### src/rtl/saci_pkg.sv
// Shared frame geometry and FSM state encoding for the SACI slave.
package saci_pkg;

  localparam int FRAME_LEN = 53;
  localparam int CMD_W     = 7;
  localparam int ADDR_W    = 12;
  localparam int DATA_W    = 32;
  localparam int PAYLOAD_W = FRAME_LEN - 1;
  localparam int CNT_W     = 6;

  typedef enum logic [2:0] {
    IDLE,
    RX,
    REQ,
    TX,
    DONE
  } saci_state_e;

endpackage

### src/rtl/saci_sync.sv
// Multi-flop synchronizer with a selectable idle level applied on reset.
module saci_sync #(
  parameter int   STAGES  = 2,
  parameter logic RST_VAL = 1'b0
) (
  input  logic clk_i,
  input  logic rst_i,
  input  logic d_i,
  output logic q_o
);

  logic [STAGES-1:0] sync_reg;

  generate
    for (genvar gi = 0; gi < STAGES; gi++) begin : g_stage
      always_ff @(posedge clk_i or posedge rst_i) begin
        if (rst_i) begin
          sync_reg[gi] <= RST_VAL;
        end else if (gi == 0) begin
          sync_reg[gi] <= d_i;
        end else begin
          sync_reg[gi] <= sync_reg[(gi == 0) ? 0 : gi-1];
        end
      end
    end
  endgenerate

  assign q_o = sync_reg[STAGES-1];

endmodule

### src/rtl/saci_slave_oversampled.sv
// SACI serial slave: oversamples the master's clock with clk_i, decodes a
// 53-bit command frame into a register request and shifts back the response.
module saci_slave_oversampled
  import saci_pkg::*;
#(
  parameter int SYNC_STAGES = 2,
  parameter int RSP_DELAY   = 0
) (
  input  logic              clk_i,
  input  logic              rst_i,
  input  logic              saci_clk_i,
  input  logic              saci_sel_n_i,
  input  logic              saci_cmd_i,
  output logic              saci_rsp_o,
  output logic              req_o,
  output logic              wr_o,
  output logic [CMD_W-1:0]  cmd_o,
  output logic [ADDR_W-1:0] addr_o,
  output logic [DATA_W-1:0] wdata_o,
  input  logic              ack_i,
  input  logic [DATA_W-1:0] rdata_i,
  output logic              busy_o
);

  localparam int DLY_W = $clog2(RSP_DELAY + 2);

  logic sclk_s, sel_n_s, cmd_s;
  logic sclk_d_reg;
  logic rise, fall;

  saci_state_e          state_reg;
  logic [CNT_W-1:0]     cnt_reg;
  logic [DLY_W-1:0]     dly_reg;
  logic [PAYLOAD_W-1:0] shift_reg;
  logic [FRAME_LEN-1:0] tx_reg;
  logic [PAYLOAD_W-1:0] rx_word;

  logic              req_reg, wr_reg, rsp_reg;
  logic [CMD_W-1:0]  cmd_reg;
  logic [ADDR_W-1:0] addr_reg;
  logic [DATA_W-1:0] wdata_reg;

  saci_sync #(.STAGES(SYNC_STAGES), .RST_VAL(1'b0)) u_sync_clk (
    .clk_i(clk_i), .rst_i(rst_i), .d_i(saci_clk_i), .q_o(sclk_s));
  saci_sync #(.STAGES(SYNC_STAGES), .RST_VAL(1'b1)) u_sync_sel (
    .clk_i(clk_i), .rst_i(rst_i), .d_i(saci_sel_n_i), .q_o(sel_n_s));
  saci_sync #(.STAGES(SYNC_STAGES), .RST_VAL(1'b0)) u_sync_cmd (
    .clk_i(clk_i), .rst_i(rst_i), .d_i(saci_cmd_i), .q_o(cmd_s));

  assign rise    = sclk_s & ~sclk_d_reg;
  assign fall    = ~sclk_s & sclk_d_reg;
  assign rx_word = {shift_reg[PAYLOAD_W-2:0], cmd_s};

  always_ff @(posedge clk_i or posedge rst_i) begin
    if (rst_i) begin
      state_reg  <= IDLE;
      sclk_d_reg <= 1'b0;
      cnt_reg    <= '0;
      dly_reg    <= '0;
      shift_reg  <= '0;
      tx_reg     <= '0;
      req_reg    <= 1'b0;
      wr_reg     <= 1'b0;
      cmd_reg    <= '0;
      addr_reg   <= '0;
      wdata_reg  <= '0;
      rsp_reg    <= 1'b0;
    end else begin
      sclk_d_reg <= sclk_s;
      case (state_reg)
        IDLE: begin
          req_reg <= 1'b0;
          rsp_reg <= 1'b0;
          if (rise && !sel_n_s && cmd_s) begin
            cnt_reg   <= CNT_W'(PAYLOAD_W);
            state_reg <= RX;
          end
        end
        RX: begin
          if (sel_n_s) begin
            state_reg <= IDLE;
          end else if (rise) begin
            shift_reg <= rx_word;
            cnt_reg   <= cnt_reg - 1'b1;
            if (cnt_reg == CNT_W'(1)) begin
              state_reg <= REQ;
              req_reg   <= 1'b1;
              wr_reg    <= rx_word[PAYLOAD_W-1];
              cmd_reg   <= rx_word[PAYLOAD_W-2 -: CMD_W];
              addr_reg  <= rx_word[DATA_W +: ADDR_W];
              wdata_reg <= rx_word[DATA_W-1:0];
            end
          end
        end
        REQ: begin
          // Rise strobes here are the master's idle bits and are not shifted.
          if (sel_n_s) begin
            req_reg   <= 1'b0;
            state_reg <= IDLE;
          end else if (ack_i) begin
            req_reg   <= 1'b0;
            tx_reg    <= {1'b1, wr_reg, cmd_reg, addr_reg, wr_reg ? wdata_reg : rdata_i};
            dly_reg   <= RSP_DELAY[DLY_W-1:0];
            cnt_reg   <= CNT_W'(FRAME_LEN);
            state_reg <= TX;
          end
        end
        TX: begin
          if (sel_n_s) begin
            rsp_reg   <= 1'b0;
            state_reg <= IDLE;
          end else if (fall) begin
            if (dly_reg != '0) begin
              dly_reg <= dly_reg - 1'b1;
            end else if (cnt_reg != '0) begin
              rsp_reg <= tx_reg[FRAME_LEN-1];
              tx_reg  <= {tx_reg[FRAME_LEN-2:0], 1'b0};
              cnt_reg <= cnt_reg - 1'b1;
            end else begin
              // Last bit has now been held for a full saci period.
              rsp_reg   <= 1'b0;
              state_reg <= DONE;
            end
          end
        end
        DONE: begin
          rsp_reg <= 1'b0;
          if (sel_n_s) state_reg <= IDLE;
        end
        default: state_reg <= IDLE;
      endcase
    end
  end

  assign saci_rsp_o = rsp_reg;
  assign req_o      = req_reg;
  assign wr_o       = wr_reg;
  assign cmd_o      = cmd_reg;
  assign addr_o     = addr_reg;
  assign wdata_o    = wdata_reg;
  assign busy_o     = (state_reg != IDLE);

endmodule

### config.mk
export PLATFORM = sky130hd
export DESIGN_NAME = saci_slave_oversampled
export DESIGN_NICKNAME = d
export VERILOG_FILES = /design/src/rtl/saci_pkg.sv /design/src/rtl/saci_sync.sv /design/src/rtl/saci_slave_oversampled.sv
export SDC_FILE = /design/constraint.sdc
export NUM_CORES = 1
export LEC_CHECK = 0
export BUFFER_PORTS_ARGS = -buffer_cell sky130_fd_sc_hd__buf_2
export CAP_MARGIN = 20
export CORE_ASPECT_RATIO = 0.9
export CORE_MARGIN = 5
export CORE_UTILIZATION = 62
export DETAILED_ROUTE_END_ITERATION = 12
export PLACE_DENSITY_LB_ADDON = 0.3
export RECOVER_POWER = 50
export SLEW_MARGIN = 10
export SYNTH_ARGS = -nofsm -noshare
export SYNTH_HDL_FRONTEND = slang
export SYNTH_SLANG_ARGS = --single-unit
### constraint.sdc
create_clock -name clk_i -period 8.3 [get_ports clk_i]
set_input_delay 0.415 -clock clk_i [delete_from_list [all_inputs] [get_ports clk_i]]
set_output_delay 0.415 -clock clk_i [all_outputs]
set_load 0.05 [all_outputs]
## Yosys cells after proc, flatten, opt, wreduce, memory -nomap -nowiden

Index checks and enable logic that the tools add are counted.

- $add $sub $neg: 2
- Eq/ne operators: 22
- Multiplexer cells: 46
- Bitwise logic cells: 5
- Reduce and logical (&&, ||, !) cells: 19

Operators with widths:

| operator | number |
|---|---|
| $mux 53 | 6 |
| $pmux 53 s2 | 1 |
| $mux 6 | 9 |
| $mux 3 | 11 |
| $mux 32 | 1 |
| $pmux 6 s4 | 1 |
| $ne 2x2->1 const B | 10 |
| $ne 3x2->1 const B | 6 |
| $pmux 3 s5 | 1 |
| $mux 1 | 13 |
| $reduce_and 10->1 | 1 |
| $reduce_and 5->1 | 2 |
| $reduce_and 8->1 | 1 |
| $reduce_and 7->1 | 1 |
| $eq 3x2->1 const B | 2 |
| $eq 6x1->1 const B | 1 |
| $reduce_and 3->1 | 2 |
| $reduce_bool 3->1 | 2 |
| $reduce_bool 6->1 | 1 |
| $sub 6x1->6 const B | 1 |
| $pmux 1 s2 | 2 |
| $reduce_and 4->1 | 1 |
| $reduce_bool 2->1 | 2 |
| $reduce_bool 4->1 | 1 |
| other kinds (11) | 15 |

- Flip-flop bits (word level): 175
- Bits of input ports: 38
- Output and inout bits: 55
- Logic and storage cells: 112

## Logic depth before layout (Yosys ltp)

- Word-level depth: 6
- Mapped depth: 8
- Mapped depth without buffers: 6

## By module

A second synthesis with hierarchy kept.

- Cells, all modules: 621
- Area, all modules: 7772.5 um^2

By module, submodules not included:

| module | times used | cells an instance | area each (um^2) | sequential area each (um^2) |
|---|---|---|---|---|
| saci_slave_oversampled | 1 | 612 | 7608.5 | 4204.0 |
| saci_sync (u_sync_clk ...) | 2 | 3 | 53.8 | 50.0 |
| saci_sync (u_sync_sel) | 1 | 3 | 56.3 | 52.6 |

## Least setup slack after synthesis

OpenSTA, ideal clock, no wires.

- Path kind: reg-to-reg
- Start point: register wr_reg (netlist: wr_o)
- End point: register tx_reg[18]
- Library setup time: 0.128 ns
- Data arrival time: 1.790 ns
- Required time: 8.172 ns
- Path slack: 6.382 ns
- Cell stages (with the launch flop): 7
- Buffers on the path: 2
- Clock period less this slack: 1.918 ns
- Cells stage by stage: dfrtp_1 buf_2 buf_1 mux2i_1 nor2_1 a21oi_1 o21ai_0

- Longest elaborated chain between the ends: 4

Ends and longest elaborated chain:

| what | RTL line | source |
|---|---|---|
| start: declaration | saci_slave_oversampled.sv:38 | `logic req_reg, wr_reg, rsp_reg;` |
| start signal: assignment | saci_slave_oversampled.sv:88 | `wr_reg <= rx_word[PAYLOAD_W-1];` |
| $mux 32 | saci_slave_oversampled.sv:102 | `tx_reg <= {1'b1, wr_reg, cmd_reg, addr_reg, wr_reg ? wdata_reg : rdata_i};` |
| $mux 53 | saci_slave_oversampled.sv:100 | `end else if (ack_i) begin` |
| $mux 53 | saci_slave_oversampled.sv:97 | `if (sel_n_s) begin` |
| $pmux 53 s2 | saci_slave_oversampled.sv:70 | `case (state_reg)` |
| end signal: assignment | saci_slave_oversampled.sv:102 |  |
| end signal: assignment | saci_slave_oversampled.sv:117 | `tx_reg <= {tx_reg[FRAME_LEN-2:0], 1'b0};` |
| end: declaration | saci_slave_oversampled.sv:35 | `logic [FRAME_LEN-1:0] tx_reg;` |

No other way between the ends. The select of a mux whose other input is x is not followed.
A chain may end at the register's enable or synchronous reset.

## Worst setup path after layout

- Start point: register u_sync_sel.sync_reg[1] (netlist: u_sync_sel.q_o)
- End point: register wdata_reg[11] (netlist: wdata_o[11])

- Longest elaborated chain between the ends: 2

Ends and longest elaborated chain:

| what | RTL line | source |
|---|---|---|
| start: declaration | saci_sync.sv:12 | `logic [STAGES-1:0] sync_reg;` |
| start signal: indexed assignment | saci_sync.sv:20 | `sync_reg[gi] <= d_i;` |
| start signal: indexed assignment | saci_sync.sv:22 | `sync_reg[gi] <= sync_reg[(gi == 0) ? 0 : gi-1];` |
| $not 1->1 (no source line) | n/a |  |
| $reduce_and 4->1 (no source line) | n/a |  |
| end signal: assignment | saci_slave_oversampled.sv:91 | `wdata_reg <= rx_word[DATA_W-1:0];` |
| end: declaration | saci_slave_oversampled.sv:41 | `logic [DATA_W-1:0] wdata_reg;` |

No other way between the ends.

==> results.py <==
metrics = {
    "final_layout": {
        "postLayoutCoreUtil": 0.709,
        "multi_input_area_um2": 2930,
        "drive_above_1_share": 0.168,
        "largest_register_ffs": 53,
        "regArea_um2": 4360,
        "mostFrequentLayoutCells": "nand2_1 (209), dfrtp_1 (171), clkbuf_1 (59)",
        "num_antenna_cells": 0,
        "final_nets": 832,
        "area_growth_pct": 13.0,
        "final_common_cell": "nand2_1",
        "fillers": 872,
    },
    "min_path": {
        "worstHoldPathCells": 1,
        "hold_path_end": "u_sync_sel.sync_reg[0]$_DFF_PP1_",
        "hold_path_startpoint": "saci_sel_n_i",
        "hp-class": "in -> reg",
    },
    "synth": {
        "ys_types": 42,
        "synth_flop_cell": "dfrtp_1",
        "async_reset_ff_frac": 1.00,
        "syn-num-nets": 761,
        "synth-edff-count": 0,
        "synth_area_um2": 7520,
        "ys_warn_count": 0,
        "syn_inst": 720,
        "synth_seq_cells": 174,
        "seq_area_frac_synth": 0.579,
        "syn_avg_cell_area_um2": 10.5,
    },
    "clock_network": {
        "post_cts_buffers": 0,
        "h-tree-depth": 4,
        "cts.path.max_buffers": 2,
        "clock_latency_ns": 0.43,
        "numCtsBuffers": 17,
        "cts_root_buf": "clkbuf_16",
        "cts_resized": 0,
        "clock_sink_count": 174,
        "cts_hold_buf": 0,
        "cts_tree": "done",
        "clk_pin_slew_worst_paths_ns": 0.06,
    },
    "floorplanning": {
        "top_level_ports": 93,
        "die_h_um": 115,
        "die_area_um2": 14400,
        "start_util": 0.628,
        "die_w_um": 126,
        "row_count": 38,
        "coreArea_um2": 12000,
    },
    "power_and_ir_drop": {
        "p_switching_uw": 500,
        "p_int_uw": 1490,
        "p_comb_frac": 0.103,
        "vdd_drop_max_mv": 0.196,
        "leakage_uw": 0.00412,
        "p_clk_frac": 0.379,
        "sequentialPowerShare": 0.517,
        "p_per_area_nw_per_um2": 234,
        "swShare": 0.252,
    },
    "sta": {
        "fin_skew_ns": 0.00839,
        "setup_viol": 0,
        "relSlewSlack": -1.75,
        "maxSlewViolCount": 152,
        "period_minus_slack_ns": 4.76,
        "finalSetupTns_ns": 0,
        "hold_viol": 0,
        "rsz0062_at_grt": "false",
        "tightest_slew_ns": 4.10,
        "fmax_mhz": 210,
        "finalCritPeriodShare": 0.573,
    },
    "run_status": {
        "failed_checks": "capacitance limit, slew limit",
        "status": "finished, violations left",
    },
    "placed_design": {
        "port_buffers": 92,
        "hpwlAfterDp_mm": 9.58,
        "gp_congestion": 0.874,
    },
    "worst_setup_path": {
        "r2r_cells": 6,
        "regToRegStartpoint": "u_sync_sel.q_o$_DFF_PP1_",
        "worst-r2r-setup-slack_ns": 3.54,
        "reg2reg_to": "wdata_o[11]$_DFFE_PP0P_",
        "crit_required_ns": 8.60,
        "end_kind": "register",
        "critPathArrivalTime_ns": 5.06,
        "cp-start-kind": "register",
        "crit_type": "reg -> reg",
        "cp_max_fo": 54,
    },
    "detailed_routing": {
        "ant_nets": 0,
        "routed_via_density": 5.49,
        "finalWirelength_mm": 14.7,
        "drc": 0,
        "drtIter0Drc": 405,
        "vias": 5297,
        "wl_per_cell_um": 15.3,
        "dr.pass1.iters": 5,
    },
    "run": {
        "drv_cap": 2,
    },
    "global_route": {
        "track_usage": 0.214,
        "grt_pass1_vias": 5242,
        "grt_pass1_wl_mm": 25.1,
        "grt_max_degree": 107,
        "grt-ovfl-total": 0,
        "antenna_found_initial": 0,
    },
}
## metrics by stage
step | hold slack, ns | setup WS [ns] | instance area [µm²] | instances | power (µW)
CTS | 0.0793 | 5.00 | 8570 | 964 | 2000
detailed placement | 0.335 | 4.99 | 8010 | 932 | 1250
finish | 0.0988 | 3.54 | 8500 | 964 | 1990
floorplan | 0.331 | 3.17 | 7520 | 720 | 1180
global route | 0.0874 | 3.16 | 8500 | 964 | 2090
global placement | 0.338 | 5.22 | 8010 | 932 | 1230
## power by group through the flow
stage / Sequential [µW] / Combinational (µW) / Clock (µW)
6_report: 1030 / 205 / 754
2_1_floorplan: 1020 / 167 / 0
3_5_place_dp: 1040 / 208 / 0
4_1_cts: 1030 / 208 / 767
3_3_place_gp: 1030 / 194 / 0
5_1_grt: 1040 / 237 / 807
## synth_stat cells (2+ instances only)
| cell | n | area share |
|---|---|---|
| a211oi_1 | 2 | 0.0020 |
| a21oi_1 | 36 | 0.024 |
| a31oi_1 | 6 | 0.0050 |
| buf_1 | 4 | 0.0020 |
| buf_2 | 16 | 0.011 |
| buf_6 | 5 | 0.0075 |
| clkbuf_1 | 16 | 0.0080 |
| clkbuf_2 | 3 | 0.0020 |
| dfrtp_1 | 172 | 0.57 |
| dfstp_2 | 2 | 0.0070 |
| ha_1 | 3 | 0.0050 |
| inv_1 | 6 | 0.0030 |
| mux2_2 | 54 | 0.081 |
| mux2i_1 | 52 | 0.069 |
| nand2_1 | 209 | 0.10 |
| nand2b_1 | 3 | 0.0025 |
| nand3_1 | 2 | 0.0013 |
| nand3b_1 | 2 | 0.0020 |
| nor2_1 | 40 | 0.020 |
| nor2b_1 | 4 | 0.0033 |
| nor3_1 | 2 | 0.0013 |
| o21ai_0 | 33 | 0.022 |
| o21ai_1 | 22 | 0.015 |
| o31ai_1 | 6 | 0.0060 |
| or2_2 | 2 | 0.0017 |
| or3_1 | 2 | 0.0017 |
## layer usage
metal | wire [µm] | GRT usage | up-vias
met3 | 613 | 0.0513 | 25
met5 | 0 | 0 | -
li1 | - | - | 2551
met1 | 6600 | 0.281 | 2605
met4 | 265 | 0.0736 | 0
met2 | 7250 | 0.354 | 116
## kinds of logic after synthesis
group / after synthesis / synth area share
simple gates: 273 / 0.149
mux: 106 / 0.150
compound gates: 113 / 0.0831
fa+ha+maj: 3 / 0.00499
flops: 174 / 0.579
buf+inv: 51 / 0.0336
## worst max-delay path by stage
stage                                         from                 endpoint  slack, ns  cells after the start
after global routing      u_sync_sel.q_o$_DFF_PP1_  wdata_o[11]$_DFFE_PP0P_       3.16                      6
after floorplan                              rst_i    addr_o[0]$_DFFE_PP0P_       3.17                      1
after CTS                 state_reg[2]$_DFFE_PP0P_  wdata_o[11]$_DFFE_PP0P_       5.00                      6
after global placement    state_reg[2]$_DFFE_PP0P_  wdata_o[24]$_DFFE_PP0P_       5.22                      6
final                     u_sync_sel.q_o$_DFF_PP1_  wdata_o[11]$_DFFE_PP0P_       3.54                      6
after detailed placement  state_reg[2]$_DFFE_PP0P_  wdata_o[11]$_DFFE_PP0P_       4.99                      6
## layout make-up
cell class | instances | area share
multi-input cells | 495 | 0.344
repair buffers | 96 | 0.0495
clock inverters | 5 | 0.00648
inverters | 7 | 0.00324
clock buffers | 27 | 0.0603
well taps | 160 | 0.0236
flip-flops and latches | 174 | 0.513
## critical path, cell delays in order, from the launching register on
cell      delay, ns
dfstp_2        0.59
nor2_1         0.10
nand4_2        0.11
clkbuf_1       1.53
inv_2          0.92
nand3_4        0.89
mux2_2         0.43
Power figures use the tool's default switching activity.
